--- config.mk ---
export PLATFORM = sky130hd
export DESIGN_NAME = lb_cfg_master
export DESIGN_NICKNAME = d
export VERILOG_FILES = /design/src/rtl/lb_cfg_master.sv
export SDC_FILE = /design/constraint.sdc
export NUM_CORES = 1
export LEC_CHECK = 0
export CORE_UTILIZATION = 35
export DETAILED_ROUTE_END_ITERATION = 10
export PLACE_DENSITY = 0.62
export SLEW_MARGIN = 40
export SYNTH_ARGS = -nofsm -noshare
export SYNTH_HDL_FRONTEND = slang
export SYNTH_SLANG_ARGS = --single-unit
--- constraint.sdc ---
create_clock -name clk -period 2.76 [get_ports clk]
set_input_delay 0.552 -clock clk [delete_from_list [all_inputs] [get_ports clk]]
set_output_delay 0.552 -clock clk [all_outputs]
set_load 0.02 [all_outputs]
--- src/rtl/lb_cfg_master.sv ---
// Localbus configuration master: turns host rule-table read/write commands into
// ALE / chip-select / ack-handshake bus cycles, with a bounded wait on each ack edge.
module lb_cfg_master #(
    parameter int unsigned TIMEOUT = 255
) (
    input  logic        clk,
    input  logic        reset,
    input  logic        cmd_valid,
    output logic        cmd_ready,
    input  logic        cmd_rd_wr,
    input  logic [31:0] cmd_addr,
    input  logic [31:0] cmd_wdata,
    output logic        rsp_valid,
    input  logic        rsp_ready,
    output logic [31:0] rsp_rdata,
    output logic        rsp_timeout,
    output logic        localbus_cs_n,
    output logic        localbus_rd_wr,
    output logic [31:0] localbus_data,
    output logic        localbus_ale,
    input  logic        localbus_ack_n,
    input  logic [31:0] localbus_data_out,
    output logic [15:0] timeout_cnt
);

    localparam logic [15:0] WAIT_LAST = 16'(TIMEOUT - 1);

    typedef enum logic [2:0] {
        IDLE    = 3'd0,
        ADDR    = 3'd1,
        SETUP   = 3'd2,
        ACCESS  = 3'd3,
        RELEASE = 3'd4,
        RESP    = 3'd5
    } state_t;

    state_t      state_q, state_d;
    logic [15:0] wait_q, wait_d;
    logic [31:0] wdata_q, wdata_d;
    logic        rd_q, rd_d;
    logic        cs_n_q, cs_n_d;
    logic        ale_q, ale_d;
    logic [31:0] data_q, data_d;
    logic        cmd_ready_q, cmd_ready_d;
    logic        rsp_valid_q, rsp_valid_d;
    logic [31:0] rdata_q, rdata_d;
    logic        to_q, to_d;
    logic [15:0] tcnt_q, tcnt_d;

    function automatic logic [15:0] sat_inc(input logic [15:0] v);
        return (v == 16'hFFFF) ? v : v + 16'd1;
    endfunction

    always_comb begin
        state_d = state_q;
        wait_d  = wait_q;
        wdata_d = wdata_q;
        rd_d    = rd_q;
        data_d  = data_q;
        rdata_d = rdata_q;
        to_d    = to_q;
        tcnt_d  = tcnt_q;

        case (state_q)
            IDLE: begin
                if (cmd_valid) begin
                    state_d = ADDR;
                    wdata_d = cmd_wdata;
                    rd_d    = cmd_rd_wr;
                    data_d  = cmd_addr;
                end
            end
            ADDR: begin
                state_d = SETUP;
                data_d  = rd_q ? 32'd0 : wdata_q;
            end
            SETUP: begin
                state_d = ACCESS;
                wait_d  = 16'd0;
            end
            ACCESS: begin
                if (!localbus_ack_n) begin
                    state_d = RELEASE;
                    rdata_d = rd_q ? localbus_data_out : 32'd0;
                    to_d    = 1'b0;
                    wait_d  = 16'd0;
                    data_d  = 32'd0;
                end else if (wait_q == WAIT_LAST) begin
                    state_d = RELEASE;
                    rdata_d = 32'd0;
                    to_d    = 1'b1;
                    tcnt_d  = sat_inc(tcnt_q);
                    wait_d  = 16'd0;
                    data_d  = 32'd0;
                end else begin
                    wait_d = wait_q + 16'd1;
                end
            end
            RELEASE: begin
                if (localbus_ack_n) begin
                    state_d = RESP;
                end else if (wait_q == WAIT_LAST) begin
                    // a slave stuck on ack is counted only if the access itself did not time out
                    state_d = RESP;
                    rdata_d = 32'd0;
                    to_d    = 1'b1;
                    if (!to_q) tcnt_d = sat_inc(tcnt_q);
                end else begin
                    wait_d = wait_q + 16'd1;
                end
            end
            RESP: begin
                if (rsp_ready) state_d = IDLE;
            end
            default: state_d = IDLE;
        endcase

        // bus/handshake outputs are registered from the next state so they line up with it
        ale_d       = (state_d == ADDR);
        cs_n_d      = (state_d != ACCESS);
        cmd_ready_d = (state_d == IDLE);
        rsp_valid_d = (state_d == RESP);
    end

    always_ff @(posedge clk or negedge reset) begin
        if (!reset) begin
            state_q     <= IDLE;
            wait_q      <= 16'd0;
            wdata_q     <= 32'd0;
            rd_q        <= 1'b0;
            cs_n_q      <= 1'b1;
            ale_q       <= 1'b0;
            data_q      <= 32'd0;
            cmd_ready_q <= 1'b1;
            rsp_valid_q <= 1'b0;
            rdata_q     <= 32'd0;
            to_q        <= 1'b0;
            tcnt_q      <= 16'd0;
        end else begin
            state_q     <= state_d;
            wait_q      <= wait_d;
            wdata_q     <= wdata_d;
            rd_q        <= rd_d;
            cs_n_q      <= cs_n_d;
            ale_q       <= ale_d;
            data_q      <= data_d;
            cmd_ready_q <= cmd_ready_d;
            rsp_valid_q <= rsp_valid_d;
            rdata_q     <= rdata_d;
            to_q        <= to_d;
            tcnt_q      <= tcnt_d;
        end
    end

    assign cmd_ready      = cmd_ready_q;
    assign rsp_valid      = rsp_valid_q;
    assign rsp_rdata      = rdata_q;
    assign rsp_timeout    = to_q;
    assign localbus_cs_n  = cs_n_q;
    assign localbus_rd_wr = rd_q;
    assign localbus_data  = data_q;
    assign localbus_ale   = ale_q;
    assign timeout_cnt    = tcnt_q;

endmodule

==> metrics.yaml, run 1 <==
cells_and_area:
  final_cells: 976
  final_common_cell: "clkdlybuf4s50_1"
  fin_util: 0.517
  area_delta_synth_final_pct: 44.5
  drive_above_1_share: 0.174
  final_cell_mix: "clkdlybuf4s50_1, dfrtp_1, mux2_2"
  design_area_sq_um: 8910
  insertedDiodeCount: 0
  num-nets-final: 843
critical_path:
  slowest_delay_ns: 0.67
  critPathCaptureType: "flop"
  timing.critical_path.buf_inv: 1
  crit_path_max_fanout: 17
  worstSetupPathType: "reg -> reg"
  arrival_ns: 2.71
  required_ns: 3.03
  cp_top_family: "simple AND/OR/NAND/NOR gates"
  start_kind: "flop"
  cp_slowest_cell: "a21oi_2"
  cp_cell_sequence: "inv_1, ha_1, nor4b_2, nand4_1, a21oi_2, or4_1, a21oi_1"
logic_synthesis:
  synth_fa_ha_area_frac: 0.00609
  synth_compound_area_frac: 0.121
  ys_seq_elements: 137
  synth_cells: 551
  synth_top_family_by_area: "simple AND/OR/NAND/NOR gates"
  yosys.area_share.simple: 0.137
  synth_nets: 656
  yosys.cell_types.count: 50
  synthXorXnorAreaFrac: 0.0227
  synth-edff-count: 0
  postSynthAreaPerCell_sq_um: 11.2
  yosysSeqAreaShare: 0.556
  netlist_area_sq_um: 6170
  yosys_most_used_dff: "dfrtp_1"
  synthMuxAreaShare: 0.122
  ys_async_sr_fraction: 1.00
  ys_warn_count: 0
clock_tree:
  cts_max_path_buffers: 2
  clk_latency_ns: 0.42
  h-tree-depth: 4
  clkTransAtPathRegs_ns: 0.06
  tritoncts: "built"
  post_cts_buffers: 0
  numClockSinks: 137
  post_cts_resized: 0
  cts_root_buffer: "clkbuf_16"
  cts_buffers: 17
  ctsHoldBuffers: 0
placement:
  gp_congestion: 0.792
  place_ws_ns: 0.178
  port_buffers: 187
  dpl_cell_area_sq_um: 8310
  hpwl_mm: 10.9
  dp_cells: 944
routing:
  drc: 0
  wl_mm: 15.8
  drt_iter0_markers: 247
  dr.pass1.iters: 4
  ant_nets: 0
  viasPerCell: 5.11
  vias: 4989
  wl_per_cell_um: 16.2
sta:
  skew_ns: 0.00679
  final_hold_viol_count: 0
  finalWorstSetupSlack_ns: 0.325
  post-route-min-period_ns: 2.44
  setup_viol: 0
  finalSetupTns_ns: 0
  finalMaxSlewViolations: 0
  rsz0062_at_grt: "no"
  max_freq_mhz: 411
  worst_hold_slack_ns: 0.179
  slew_headroom: 0.509
  post-route-period-util: 0.882
  worst_pin_slew_ns: 0.736
global_route:
  grt_pass1_wl_mm: 25.6
  grt_pass1_vias: 5094
  grt_max_degree: 91
  grtUsageTotal: 0.180
  grt_overflow: 0
  antenna_found_initial: 0
die:
  io-pin-count: 188
  die_area_sq_um: 18200
  initial_core_util: 0.358
  fp.dieH_um: 135
  std_cell_rows: 48
  die_w_um: 135
  core_area_sq_um: 17200
power:
  power_density_nw_per_um2: 1070
  p_leak_nw: 3.75
  ir_worst_vdd_uv: 666
  total_power_mw: 9.50
outcome:
  outcome: "complete, no violations"
worst_hold_path:
  worst_hold_path_type: "in -> async"
flow_run:
  cap_violations: 0
worst register-to-register path, stage by stage (launching register included):
cell and delay, ns:
dfrtp_1 0.44, inv_1 0.09, ha_1 0.15, nor4b_2 0.31, nand4_1 0.36, a21oi_2 0.67
or4_1 0.22, a21oi_1 0.06
layer usage:
layer  vias up  routed length, um  global-route usage  part of all wire
met5         -                  0                   0                 0
met4         0                208              0.0593             0.013
met3        18               1350              0.0694             0.086
met2       168               7410               0.285              0.47
met1      2464               6800               0.226              0.43
li1       2339                  -                   -                 -
worst paths after layout:
path	startpoint	cells past startpoint	slack [ns]	to
min in group clk	timeout_cnt[15]$_DFFE_PN0P_	1	0.50	timeout_cnt[15]$_DFFE_PN0P_
max reg2reg	wait_q[0]$_DFFE_PN0P_	7	0.32	wait_q[14]$_DFFE_PN0P_
min reg2reg	timeout_cnt[15]$_DFFE_PN0P_	1	0.50	timeout_cnt[15]$_DFFE_PN0P_
max in group asynchronous	reset	2	1.85	localbus_data[8]$_DFFE_PN0P_
max	wait_q[0]$_DFFE_PN0P_	7	0.32	wait_q[14]$_DFFE_PN0P_
min	reset	1	0.18	localbus_data[30]$_DFFE_PN0P_
logic make-up (layout without fill, tap and decap cells):
family / count (synthesis) / count (layout)
AO/OA/AOI/OAI: 109 / 109
XOR/XNOR: 16 / 16
adder cells (fa/ha/maj): 3 / 3
buffers and inverters: 45 / 245
flip-flops: 137 / 137
multiplexers: 67 / 67
AND/OR/NAND/NOR: 174 / 174
area by class of cell:
cell class | count | area [sq um]
repair buffers | 199 | 2020
clock inverters | 13 | 144
inverters | 14 | 52.6
fillers | 1490 | 8330
flip-flops and latches | 137 | 3430
well taps | 225 | 282
clock buffers | 19 | 453
multi-input cells | 369 | 2530
registers in the layout, summed over array words and instances, names as in the netlist:
signal / count
rsp_valid: 1
localbus_data: 32
localbus_rd_wr: 1
cmd_ready: 1
state_q: 3
localbus_cs_n: 1
wdata_q: 32
wait_q: 16
rsp_timeout: 1
localbus_ale: 1
rsp_rdata: 32
timeout_cnt: 16
Yosys cell counts (3+ instances only):
library cell  count  share of area
a21oi_1          48          0.039
a22o_1           32          0.045
and3_1            4         0.0041
and4_1            3         0.0043
buf_2            11         0.0089
buf_6             4         0.0073
clkbuf_1         14         0.0085
dfrtp_1         135           0.55
ha_1              3         0.0061
inv_1            14         0.0085
mux2_2           65           0.12
nand2_1          52          0.032
nand3_1          17          0.014
nand4_1           7         0.0071
nor2_1           51          0.031
nor3_1           13          0.011
o211ai_1          3         0.0037
o21ai_0           8         0.0065
o31ai_1           6         0.0073
or2_2             5         0.0051
or3_1             3         0.0030
or4_1             6         0.0073
xnor2_1           5         0.0071
xor2_1           11          0.016
report_power, final:
group | leakage (nW) | total [mW] | internal, mW | switching [mW]
combinational | 1.76 | 3.97 | 1.99 | 1.98
sequential | 1.70 | 3.26 | 2.78 | 0.476
clock | 0.288 | 2.27 | 1.39 | 0.886
(Power assumes the default switching activity.)
==> run 2, diff against run 1 <==
--- a/config.mk
+++ b/config.mk
@@ -7,6 +7,7 @@
 export LEC_CHECK = 0
 export CORE_UTILIZATION = 35
 export DETAILED_ROUTE_END_ITERATION = 10
+export MAX_ROUTING_LAYER = met4
 export PLACE_DENSITY = 0.62
 export SLEW_MARGIN = 40
 export SYNTH_ARGS = -nofsm -noshare
==> run 2 against run 1 <==
Against the previous run:
- flip-flop and latch count unchanged
- die area stayed put
- clock power hardly changed
- wire length shrank 0.47%
- hold slack got worse by 0.00091 ns
- first-iteration DRC count increased by 2.0%
- cell count unchanged
- worst setup slack got worse by 0.0051 ns
- register-to-register slack about the same
- design area is the same
==> metrics.yaml, run 2 (synthesized netlist as in run 1, its figures left out) <==
sta:
  setup_viol: 0
  skew_ns: 0.00661
  max_freq_mhz: 410
  rsz0062_at_grt: "no"
  post-route-min-period_ns: 2.44
  worst_pin_slew_ns: 0.734
  final_hold_viol_count: 0
  finalSetupTns_ns: 0
  post-route-period-util: 0.884
  slew_headroom: 0.511
  finalMaxSlewViolations: 0
power:
  clockPowerShare: 0.239
  ir_worst_vdd_uv: 661
  power_density_nw_per_um2: 1070
  pwr-share-comb: 0.418
  total_power_mw: 9.49
  p_sw_frac: 0.351
  p_sw_mw: 3.33
  seq_power_share: 0.343
  p_leak_nw: 3.75
  intPower_mw: 6.16
clock_tree:
  clkTransAtPathRegs_ns: 0.06
  ctsHoldBuffers: 0
  post_cts_resized: 0
  numClockSinks: 137
  clk_latency_ns: 0.42
  cts_max_path_buffers: 2
  post_cts_buffers: 0
  tritoncts: "built"
  h-tree-depth: 4
  cts_root_buffer: "clkbuf_16"
  cts_buffers: 17
critical_path:
  critPathCaptureType: "flop"
  required_ns: 3.03
  worstSetupPathType: "reg -> reg"
  arrival_ns: 2.71
  start_kind: "flop"
  crit_path_max_fanout: 17
routing:
  ant_nets: 0
  dr.pass1.iters: 4
  drt_iter0_markers: 252
  vias: 4986
  viasPerCell: 5.11
  wl_mm: 15.7
  wl_per_cell_um: 16.1
  drc: 0
global_route:
  grt_pass1_wl_mm: 25.5
  grt_overflow: 0
  antenna_found_initial: 0
  grtUsageTotal: 0.186
  grt_max_degree: 91
  grt_pass1_vias: 5111
worst_hold_path:
  worst_hold_path_type: "in -> async"
cells_and_area:
  final_cell_mix: "clkdlybuf4s50_1, dfrtp_1, mux2_2"
  final_common_cell: "clkdlybuf4s50_1"
  area_delta_synth_final_pct: 44.5
  fillers: 1490
  drive_above_1_share: 0.174
  insertedDiodeCount: 0
  num-nets-final: 843
die:
  die_w_um: 135
  initial_core_util: 0.358
  core_area_sq_um: 17200
  fp.dieH_um: 135
  std_cell_rows: 48
  io-pin-count: 188
  die_area_sq_um: 18200
flow_run:
  cap_violations: 0
placement:
  hpwl_mm: 10.9
  gp_congestion: 0.807
  port_buffers: 187
outcome:
  outcome: "complete, no violations"
[run 2: cell counts in the layout (fill, tap and decap cells not counted)]
Identical to the previous run, type by type.
[run 2: critical path, cell delays in order, from the launching register on]
cell and delay, ns:
dfrtp_1 0.44, inv_1 0.09, ha_1 0.15, nor4b_2 0.31, nand4_1 0.36, a21oi_2 0.68
or4_1 0.22, a21oi_1 0.06
[run 2: area by class of cell]
class	count	area, sq um	share of cell area
Sequential cell	137	3430	0.385
Multi-Input combinational cell	369	2530	0.284
Timing Repair Buffer	199	2020	0.226
Clock buffer	19	453	0.0508
Tap cell	225	282	0.0316
Clock inverter	13	144	0.0161
Inverter	14	52.6	0.00590
[run 2: worst paths after layout]
check                      cells after the start  slack, ns                   startpoint                             to
max in group asynchronous                      2       1.86                        reset   localbus_data[8]$_DFFE_PN0P_
min in group clk                               1       0.50  timeout_cnt[15]$_DFFE_PN0P_    timeout_cnt[15]$_DFFE_PN0P_
hold reg to reg                                1       0.50  timeout_cnt[15]$_DFFE_PN0P_    timeout_cnt[15]$_DFFE_PN0P_
hold / removal                                 1       0.18                        reset  localbus_data[30]$_DFFE_PN0P_
setup reg to reg                               7       0.32        wait_q[0]$_DFFE_PN0P_         wait_q[14]$_DFFE_PN0P_
setup / recovery                               7       0.32        wait_q[0]$_DFFE_PN0P_         wait_q[14]$_DFFE_PN0P_
[run 2: layer usage]
| metal | up-vias | global-route usage | part of all wire |
|---|---|---|---|
| met5 | - | - | 0 |
| met4 | 0 | 0.0593 | 0.012 |
| met3 | 18 | 0.0593 | 0.079 |
| met2 | 166 | 0.287 | 0.47 |
| met1 | 2460 | 0.230 | 0.43 |
| li1 | 2342 | - | - |
[run 2: power by group through the flow]
stage	combinational, mW	sequential, mW	clock (mW)
finish	3.97	3.26	2.27
global route	4.28	3.37	2.42
CTS	4.02	3.26	2.34
detailed placement	4.00	3.29	0
global placement	3.91	3.25	0
floorplan	1.86	3.75	0
[run 2: stage by stage]
step	util	setup slack (ns)	std cells	cell area (sq um)	hold WS (ns)
after floorplan	-	0.666	551	6170	0.256
after global placement	0.482	0.193	944	8310	0.469
after detailed placement	0.482	0.178	944	8310	0.484
after CTS	0.517	0.331	976	8910	0.244
after global routing	0.517	0.0360	976	8910	0.220
final	0.517	0.320	976	8910	0.178
==> run 3, diff against run 2 <==
--- a/config.mk
+++ b/config.mk
@@ -7,6 +7,7 @@
 export LEC_CHECK = 0
 export CORE_UTILIZATION = 35
 export DETAILED_ROUTE_END_ITERATION = 10
+export GPL_TIMING_DRIVEN = 1
 export MAX_ROUTING_LAYER = met4
 export PLACE_DENSITY = 0.62
 export SLEW_MARGIN = 40
==> results of run 3 <==
No change in the layout: final DEF, timing and power equal those of run 2.
